[src/rtl/retrosoc_flash_pkg.sv]
// Shared constants and types for the boot-flash read sequencer.
package retrosoc_flash_pkg;

  localparam logic [7:0] FLASH_CMD_READ = 8'h03;

  // 64 serial bits per transaction: 8 command, 24 address, 32 data
  localparam int unsigned BIT_CNT_W = 7;
  localparam logic [BIT_CNT_W-1:0] LAST_CMD_BIT  = 7'd7;
  localparam logic [BIT_CNT_W-1:0] LAST_ADDR_BIT = 7'd31;
  localparam logic [BIT_CNT_W-1:0] LAST_DATA_BIT = 7'd63;

  typedef enum logic [2:0] {
    StIdle,
    StCmd,
    StAddr,
    StData,
    StDone,
    StGap
  } flash_state_e;

  // Bytes arrive first-to-last into bits [31:0] MSB-down; the word is little-endian.
  function automatic logic [31:0] bswap32(input logic [31:0] w);
    return {w[7:0], w[15:8], w[23:16], w[31:24]};
  endfunction

endpackage

[src/rtl/spi_flash_rd_ctrl_if.sv]
// Request/response bundle between the flash-fetch logic and the read sequencer.
interface spi_flash_rd_ctrl_if;
  logic        req_valid;
  logic        req_ready;
  logic [23:0] req_addr;
  logic        rsp_valid;
  logic [31:0] rsp_data;
  logic        busy;

  modport master (
    output req_valid, req_addr,
    input  req_ready, rsp_valid, rsp_data, busy
  );

  modport slave (
    input  req_valid, req_addr,
    output req_ready, rsp_valid, rsp_data, busy
  );
endinterface

[src/rtl/spi_sck_gen.sv]
// SCK generator: toggles every CLK_DIV enabled cycles, flags the edge it is about to make.
module spi_sck_gen #(
  parameter int unsigned CLK_DIV = 2
) (
  input  logic clk_i,
  input  logic rst_n_i,
  input  logic en_i,
  output logic sck_o,
  output logic rise_stb_o,
  output logic fall_stb_o
);

  localparam int unsigned CntW = (CLK_DIV > 1) ? $clog2(CLK_DIV) : 1;

  logic [CntW-1:0] cnt_q;
  logic            sck_q;
  logic            half_done;

  assign half_done  = en_i && (cnt_q == CntW'(CLK_DIV - 1));
  // Strobes mark the clk_i edge at which sck_q changes
  assign rise_stb_o = half_done && !sck_q;
  assign fall_stb_o = half_done && sck_q;
  assign sck_o      = sck_q;

  // Half-period counter and SCK register, held cleared while disabled
  always_ff @(posedge clk_i or negedge rst_n_i) begin
    if (!rst_n_i) begin
      cnt_q <= '0;
      sck_q <= 1'b0;
    end else if (!en_i) begin
      cnt_q <= '0;
      sck_q <= 1'b0;
    end else if (half_done) begin
      cnt_q <= '0;
      sck_q <= !sck_q;
    end else begin
      cnt_q <= cnt_q + CntW'(1);
    end
  end

endmodule

[src/rtl/spi_flash_rd_ctrl.sv]
// Single-bit mode-0 SPI flash word reader: 0x03 + 24-bit address, four bytes back.
module spi_flash_rd_ctrl
  import retrosoc_flash_pkg::*;
#(
  parameter int unsigned CLK_DIV = 2,
  parameter int unsigned CS_IDLE = 4
) (
  input  logic                      clk_i,
  input  logic                      rst_n_i,
  spi_flash_rd_ctrl_if.slave        bus,
  output logic                      flash_csb_o,
  output logic                      flash_clk_o,
  output logic                      flash_mosi_o,
  input  logic                      flash_miso_i
);

  localparam int unsigned GapW = (CS_IDLE > 1) ? $clog2(CS_IDLE) : 1;

  flash_state_e         state_q, state_d;
  logic [BIT_CNT_W-1:0] bit_cnt_q;
  logic [GapW-1:0]      gap_cnt_q;
  logic [31:0]          tx_q;
  logic [31:0]          rx_q;
  logic [31:0]          rsp_data_q;
  logic                 csb_q;
  logic                 accept;
  logic                 shifting;
  logic                 last_gap;
  logic                 rise_stb;
  logic                 fall_stb;
  logic                 unused_addr;

  assign accept      = bus.req_valid && (state_q == StIdle);
  assign shifting    = state_q inside {StCmd, StAddr, StData};
  assign last_gap    = gap_cnt_q == GapW'(CS_IDLE - 1);
  assign unused_addr = ^bus.req_addr[1:0];

  spi_sck_gen #(
    .CLK_DIV(CLK_DIV)
  ) u_sck_gen (
    .clk_i     (clk_i),
    .rst_n_i   (rst_n_i),
    .en_i      (shifting),
    .sck_o     (flash_clk_o),
    .rise_stb_o(rise_stb),
    .fall_stb_o(fall_stb)
  );

  // State register
  always_ff @(posedge clk_i or negedge rst_n_i) begin
    if (!rst_n_i) begin
      state_q <= StIdle;
    end else begin
      state_q <= state_d;
    end
  end

  // Next-state: phase changes happen on the SCK fall that ends each field
  always_comb begin
    state_d = state_q;
    unique case (state_q)
      StIdle:  if (accept) state_d = StCmd;
      StCmd:   if (fall_stb && bit_cnt_q == LAST_CMD_BIT) state_d = StAddr;
      StAddr:  if (fall_stb && bit_cnt_q == LAST_ADDR_BIT) state_d = StData;
      StData:  if (fall_stb && bit_cnt_q == LAST_DATA_BIT) state_d = StDone;
      StDone:  state_d = StGap;
      StGap:   if (last_gap) state_d = StIdle;
      default: state_d = StIdle;
    endcase
  end

  // Datapath: TX shifter doubles as MOSI register and zero-fills after the address
  always_ff @(posedge clk_i or negedge rst_n_i) begin
    if (!rst_n_i) begin
      csb_q      <= 1'b1;
      bit_cnt_q  <= '0;
      gap_cnt_q  <= '0;
      tx_q       <= '0;
      rx_q       <= '0;
      rsp_data_q <= '0;
    end else begin
      csb_q <= !(state_d inside {StCmd, StAddr, StData});
      if (accept) begin
        tx_q      <= {FLASH_CMD_READ, bus.req_addr[23:2], 2'b00};
        bit_cnt_q <= '0;
      end else if (fall_stb) begin
        tx_q      <= {tx_q[30:0], 1'b0};
        bit_cnt_q <= bit_cnt_q + BIT_CNT_W'(1);
      end
      if (rise_stb && state_q == StData) begin
        rx_q <= {rx_q[30:0], flash_miso_i};
      end
      if (state_q == StData && state_d == StDone) begin
        rsp_data_q <= bswap32(rx_q);
      end
      if (state_q != StGap) begin
        gap_cnt_q <= '0;
      end else if (!last_gap) begin
        gap_cnt_q <= gap_cnt_q + GapW'(1);
      end
    end
  end

  assign bus.req_ready = (state_q == StIdle);
  assign bus.busy      = (state_q != StIdle);
  assign bus.rsp_valid = (state_q == StDone);
  assign bus.rsp_data  = rsp_data_q;
  assign flash_csb_o   = csb_q;
  assign flash_mosi_o  = tx_q[31];

endmodule

[src/flat_wrapper.sv]
// flat-port wrapper written by rule: the top's interface ports become plain ports
module spi_flash_rd_ctrl_flat import retrosoc_flash_pkg::*;
#(
  parameter int unsigned CLK_DIV = 2,
  parameter int unsigned CS_IDLE = 4
)
  (clk_i, rst_n_i, flash_csb_o, flash_clk_o, flash_mosi_o, flash_miso_i, bus_req_valid, bus_req_addr, bus_req_ready, bus_rsp_valid, bus_rsp_data, bus_busy);
  spi_flash_rd_ctrl_if bus_i ();
  input  logic clk_i;
  input  logic rst_n_i;
  output logic flash_csb_o;
  output logic flash_clk_o;
  output logic flash_mosi_o;
  input  logic flash_miso_i;
  input wire logic [$bits(bus_i.req_valid)-1:0] bus_req_valid;
  input wire logic [$bits(bus_i.req_addr)-1:0] bus_req_addr;
  output wire logic [$bits(bus_i.req_ready)-1:0] bus_req_ready;
  output wire logic [$bits(bus_i.rsp_valid)-1:0] bus_rsp_valid;
  output wire logic [$bits(bus_i.rsp_data)-1:0] bus_rsp_data;
  output wire logic [$bits(bus_i.busy)-1:0] bus_busy;
  assign bus_i.req_valid = bus_req_valid;
  assign bus_i.req_addr = bus_req_addr;
  assign bus_req_ready = bus_i.req_ready;
  assign bus_rsp_valid = bus_i.rsp_valid;
  assign bus_rsp_data = bus_i.rsp_data;
  assign bus_busy = bus_i.busy;
  spi_flash_rd_ctrl #(.CLK_DIV(CLK_DIV), .CS_IDLE(CS_IDLE)) u_core (.clk_i(clk_i), .rst_n_i(rst_n_i), .bus(bus_i), .flash_csb_o(flash_csb_o), .flash_clk_o(flash_clk_o), .flash_mosi_o(flash_mosi_o), .flash_miso_i(flash_miso_i));
endmodule
[config.mk]
export PLATFORM = sky130hd
export DESIGN_NAME = spi_flash_rd_ctrl_flat
export DESIGN_NICKNAME = d
export VERILOG_FILES = /design/src/rtl/retrosoc_flash_pkg.sv /design/src/rtl/spi_flash_rd_ctrl_if.sv /design/src/rtl/spi_sck_gen.sv /design/src/rtl/spi_flash_rd_ctrl.sv /design/src/flat_wrapper.sv
export SDC_FILE = /design/constraint.sdc
export NUM_CORES = 1
export LEC_CHECK = 0
export BUFFER_PORTS_ARGS = -buffer_cell sky130_fd_sc_hd__buf_2
export CAP_MARGIN = 30
export CORE_AREA = 4 4 114 116
export DETAILED_ROUTE_END_ITERATION = 10
export DIE_AREA = 0 0 118 120
export SYNTH_ARGS = -nofsm -noshare
export SYNTH_HDL_FRONTEND = slang
export SYNTH_SLANG_ARGS = --single-unit
[constraint.sdc]
create_clock -name clk_i -period 3.93 [get_ports clk_i]
set_clock_uncertainty 0.1 [all_clocks]
set_input_delay 0.5895 -clock clk_i [delete_from_list [all_inputs] [get_ports clk_i]]
set_output_delay 0.5895 -clock clk_i [all_outputs]
set_load 0.05 [all_outputs]
## Yosys cells after proc, flatten, opt, wreduce, memory -nomap -nowiden

Cells that the tools add are included.

- RAM bits: 0
- Memories: 0
- Latch bits: 0
- Register bits: 111
- Bits of input ports: 28
- Output and inout bits: 38
- Memory bits (read-only): 0

- Shift operators: 0
- Muxes and demuxes: 16
- Reduce and logical (&&, ||, !) cells: 16
- $add $sub $neg: 3
- Divide/modulo/power cells: 0
- Multiply operators: 0
- Order comparisons: 0
- Bitwise operators: 0
- Eq/ne operators: 16

Operators by type and width:

| operator | count |
|---|---|
| 2-to-1 mux 32 bit | 2 |
| case mux 3 bit (6 select lines) | 1 |
| 2-to-1 mux 3 bit | 5 |
| 2-to-1 mux 7 bit | 2 |
| == test 3 x 2 -> 1 bit (second input constant) | 4 |
| == test 3 bit (second input constant) | 3 |
| logical AND 1 bit | 9 |
| nonzero test 3 bit | 3 |
| adder 7 x 1 -> 7 bit (second input constant) | 1 |
| == test 7 x 3 -> 1 bit (second input constant) | 1 |
| == test 7 x 5 -> 1 bit (second input constant) | 1 |
| == test 7 x 6 -> 1 bit (second input constant) | 1 |
| == test 3 x 1 -> 1 bit (second input constant) | 2 |
| 2-to-1 mux 1 bit | 4 |
| 2-to-1 mux 2 bit | 2 |
| logical NOT 3 bit | 1 |
| inequality test 3 bit (second input constant) | 1 |
| adder 2 x 1 -> 2 bit (second input constant) | 1 |
| == test 2 bit (second input constant) | 1 |
| logical NOT 1 bit | 2 |
| inequality test 2 x 1 -> 1 bit (second input constant) | 1 |
| inequality test 2 bit (second input constant) | 1 |
| nonzero test 2 bit | 1 |
| adder 1 bit (second input constant) | 1 |

## Logic depth before layout (Yosys ltp)

- Word-level depth: 10
- Gate-level depth with buffers: 7
- Gate-level depth less buffers: 5

## Modules after synthesis

Synthesis repeated with hierarchy kept, for this count alone.

- Cell total of the unflattened synthesis: 340
- Area, all modules: 4525.6 um^2

By module, submodules not included:

| module | instances | cells each | area each (um^2) |
|---|---|---|---|
| spi_flash_rd_ctrl | 1 | 332 | 4436.8 |
| spi_sck_gen | 1 | 8 | 88.8 |

## Worst setup path after synthesis

No wires, ideal clock.

- Path type: register to output
- Start point: reg u_core.state_q[1]
- End point: out bus_busy
- Setup slack: 0.849 ns
- Data arrival time: 2.392 ns
- Cell stages (with the launch flop): 4
- Cells stage by stage: dfrtp_1 > buf_2 > nor3_1 > inv_1

- Cells in the longest elaborated chain, start to end: 1

Ends and longest elaborated chain:

| what | RTL line | text |
|---|---|---|
| start: declaration | spi_flash_rd_ctrl.sv:19 | `flash_state_e state_q, state_d;` |
| start signal: assignment | spi_flash_rd_ctrl.sv:52 | `state_q <= StIdle;` |
| start signal: assignment | spi_flash_rd_ctrl.sv:54 | `state_q <= state_d;` |
| nonzero test 3 bit | spi_flash_rd_ctrl.sv:105 | `assign bus.busy = (state_q != StIdle);` |
| end: declaration | flat_wrapper.sv:20 | `output wire logic [$bits(bus_i.busy)-1:0] bus_busy;` |

Every way passes these cells.

## Worst setup path after layout

- Start point: reg u_core.state_q[1]
- End point: reg u_core.rsp_data_q[12], in the netlist u_core.bus.rsp_data[12]

- Cells in the longest elaborated chain, start to end: 9
- Elaborated cells on any way between the ends: 21
- Those cells by class: eq/ne: 6; mux: 6; reduce/logical: 9

Ends and longest elaborated chain:

| what | RTL line | text |
|---|---|---|
| == test 3 x 1 -> 1 bit (tied with other cells) | spi_flash_rd_ctrl.sv:34, spi_flash_rd_ctrl.sv:61 |  |
| nonzero test 3 bit | spi_flash_rd_ctrl.sv:34 | `assign shifting = state_q inside {StCmd, StAddr, StData};` |
| logical AND 1 bit | spi_sck_gen.sv:19 | `assign half_done = en_i && (cnt_q == CntW'(CLK_DIV - 1));` |
| logical AND 1 bit | spi_sck_gen.sv:22 | `assign fall_stb_o = half_done && sck_q;` |
| logical AND 1 bit, on equally long branches | spi_flash_rd_ctrl.sv:65, spi_flash_rd_ctrl.sv:63, spi_flash_rd_ctrl.sv:64 |  |
| 2-to-1 mux 3 bit, on equally long branches | spi_flash_rd_ctrl.sv:65, spi_flash_rd_ctrl.sv:63, spi_flash_rd_ctrl.sv:64 |  |
| case mux 3 bit (6 select lines) | spi_flash_rd_ctrl.sv:61 | `unique case (state_q)` |
| == test 3 bit | spi_flash_rd_ctrl.sv:93 | `if (state_q == StData && state_d == StDone) begin` |
| logical AND 1 bit (*) | spi_flash_rd_ctrl.sv:93 |  |
| end signal: assignment | spi_flash_rd_ctrl.sv:94 | `rsp_data_q <= bswap32(rx_q);` |
| end: declaration | spi_flash_rd_ctrl.sv:24 | `logic [31:0] rsp_data_q;` |

Every way passes the cells marked *; elsewhere a longest branch is shown, timed or not.
A chain may end at the register's enable or synchronous reset.

==> flow_summary.yaml <==
outcome:
  outcome: "finished clean"
synth:
  synth-compound-area-share_pct: 5.35
  ys_seq_area_share_pct: 59.6
  avgSynthCellArea_um2: 12.4
  synth_cell_type_count: 38
  synth_area_mm2: 0.00458
  synth_fa_ha_area_share_pct: 0.546
  synth_top_family_by_area: "multiplexers"
  yosysWarnings: 0
  synthMuxAreaShare_pct: 18.2
  ys_seq_elements: 109
  synth_simple_gate_area_share_pct: 12.0
  syn_nets: 400
  syn_inst: 370
  synth_xor_area_share_pct: 1.53
place:
  portBuffers: 63
  gp_congestion: 0.802
  hpwlAfterDp_um: 5150
sta:
  fin_crit_ps: 2520
  rsz0062_at_grt: "no"
  final_max_slew_viol_count: 0
  worstMarginPinSlew_ps: 654
  min_period_over_period_pct: 64.2
  hold_violations: 0
  max_slew_margin_pct: 56.4
  timing.fmax_mhz: 396
  setup_viol: 0
  tns_ps: 0
clocking:
  cts_buffers: 9
  postCtsHoldBufs: 0
  cts_sinks: 109
  cts_setup_buffers: 0
  clk-insertion-delay-late_ps: 340
  cts_resized: 0
  clockRootBuffer: "clkbuf_16"
  htreeDepth: 3
  clk_path_buf_depth: 2
  clkTransAtPathRegs_ps: 70
  cts_tree: "built"
global_routing:
  grt-ovfl-total: 0
  grt_max_degree: 110
  grt_pass1_vias: 2921
  grt_antenna_before_repair: 1
  grt_pass1_wl_um: 13900
  grt_use_total_pct: 11.8
power:
  peakVddDrop_v: 0.000202
  power_uw: 2090
  powerDensity_mw_per_mm2: 392
  p_leak_uw: 0.00275
routing:
  postRouteAntennaNets: 0
  wl_per_cell_um: 13.9
  drtIter0Drc: 157
  via_per_inst: 4.95
  vias: 2867
  drcViolationCount: 0
  drt-pass1-iter-count: 5
  drt-total-wl_um: 8040
layout:
  multi_input_area_mm2: 0.00173
  drive_above_1_share_pct: 35.4
  layout.nets: 457
  register_area_mm2: 0.00273
  final_common_cell: "dfrtp_1"
  final_cell_mix: "108 x dfrtp_1, 67 x nand2_1, 62 x buf_2, 36 x mux2_2, 34 x nor2_1"
  fill_cells: 1113
  diodes: 0
  area_growth_pct: 16.2
die:
  io-pin-count: 66
  die_h_um: 120
  rows: 40
  core-area_mm2: 0.0119
  die-width_um: 118
  die_area_mm2: 0.0142
  start_util_pct: 38.5
worst_setup_path:
  path_class: "register to register"
  cp_data_arrival_time_ps: 2650
  cp_max_fo: 34
  crit_path_end_kind: "register"
  start_kind: "register"
  critPathRequiredTime_ps: 4050
min_path:
  hold_path_class: "input pin to asynchronous set/reset pin"
run:
  cap_violations: 0
[metal layers]
metal  vias to the layer above  GRT usage, %  part of all wire [%]
met2                        59          19.1                    45
met5                         -             0                 0.087
met4                         2          3.37                   1.0
li1                       1385             -                     -
met1                      1412          15.2                    49
met3                         9          3.91                   5.6
[sequential cells by signal, indices dropped and copies added (netlist names)]
| register | cells |
|---|---|
| u_core.state_q | 3 |
| u_core.u_sck_gen.cnt_q | 1 |
| u_core.rx_q | 32 |
| u_core.bit_cnt_q | 7 |
| u_core.u_sck_gen.sck_o | 1 |
| u_core.flash_csb_o | 1 |
| u_core.gap_cnt_q | 2 |
| u_core.bus.rsp_data | 32 |
| u_core.tx_q | 30 |
[layout make-up]
type | count | share of cell area (%)
inverter | 4 | 0.282
timing repair buffer | 67 | 6.77
clock buffer | 10 | 4.49
clock inverter | 6 | 1.29
tap | 147 | 3.45
sequential | 109 | 51.3
multi-input combinational | 236 | 32.5
[through the flow]
stage / setup WS, ps / area [µm²] / utilization [%] / hold slack (ps) / cells
5_1_grt: 1230 / 5320 / 44.7 / 249 / 579
3_5_place_dp: 1390 / 5020 / 42.1 / 382 / 563
2_1_floorplan: 849 / 4580 / - / 194 / 370
3_3_place_gp: 1400 / 5020 / 42.1 / 376 / 563
6_report: 1410 / 5320 / 44.7 / 206 / 579
4_1_cts: 1370 / 5320 / 44.7 / 240 / 579
[report_power, final]
part | internal, µW | switching (µW) | leakage (µW)
registers | 1120 | 0.343 | 0.00140
logic | 11.6 | 25.6 | 0.00120
clock network | 516 | 410 | 0.000149
total | 1650 | 436 | 0.00275
[cell usage after synthesis (all sizes together)]
master	count	area [µm²]
mux2i	1	10.0
dfstp	1	26.3
nand4b	1	8.76
a31oi	22	138
mux2	64	826
o21ai	1	5.00
nand4	1	6.26
a41o	1	10.0
nand3	5	37.5
ha	2	25.0
a211oi	1	7.51
buf	9	66.3
dfrtp	108	2700
a2bb2oi	1	8.76
xnor2	7	61.3
a21oi	7	35.0
nor2	35	131
o21bai	1	18.8
inv	4	15.0
nor3	3	15.0
and2b	1	7.51
nand2	67	251
or4b	1	10.0
or4	1	7.51
o31ai	1	7.51
or2	1	6.26
clkbuf	12	45.0
o22ai	1	6.26
nor4	4	40.0
xor2	1	8.76
and2	2	12.5
nand3b	2	15.0
o311ai	1	8.76
[critical path, stage by stage (launching register included)]
cell      delay [ps]
dfrtp_1          580
o21bai_4         180
nor4_4           450
nand3_4          580
mux2_4           490
[path summary, 6_finish.rpt]
path / from / to / slack, ps / cells after the start
max: u_core.state_q[1] / u_core.bus.rsp_data[12] / 1410 / 4
min: rst_n_i / u_core.bus.rsp_data[6] / 210 / 2
max reg2reg: u_core.state_q[1] / u_core.bus.rsp_data[12] / 1410 / 4
min reg2reg: u_core.tx_q[24] / u_core.tx_q[24] / 400 / 2
max in group asynchronous: rst_n_i / u_core.tx_q[14] / 3100 / 2
min in group clk_i: bus_req_addr[2] / u_core.tx_q[2] / 350 / 3
[kinds of logic (layout without fill, tap and decap cells)]
logic type,after synthesis,in the layout
DFF,109,109
AOI/OAI and AO/OA,37,37
adders and majority gates,2,2
buffers and inverters,25,87
and+or+nand+nor,124,124
muxes,65,65
xor gates and xnor gates,8,8
Note: power is estimated with default switching activity, not from simulation.
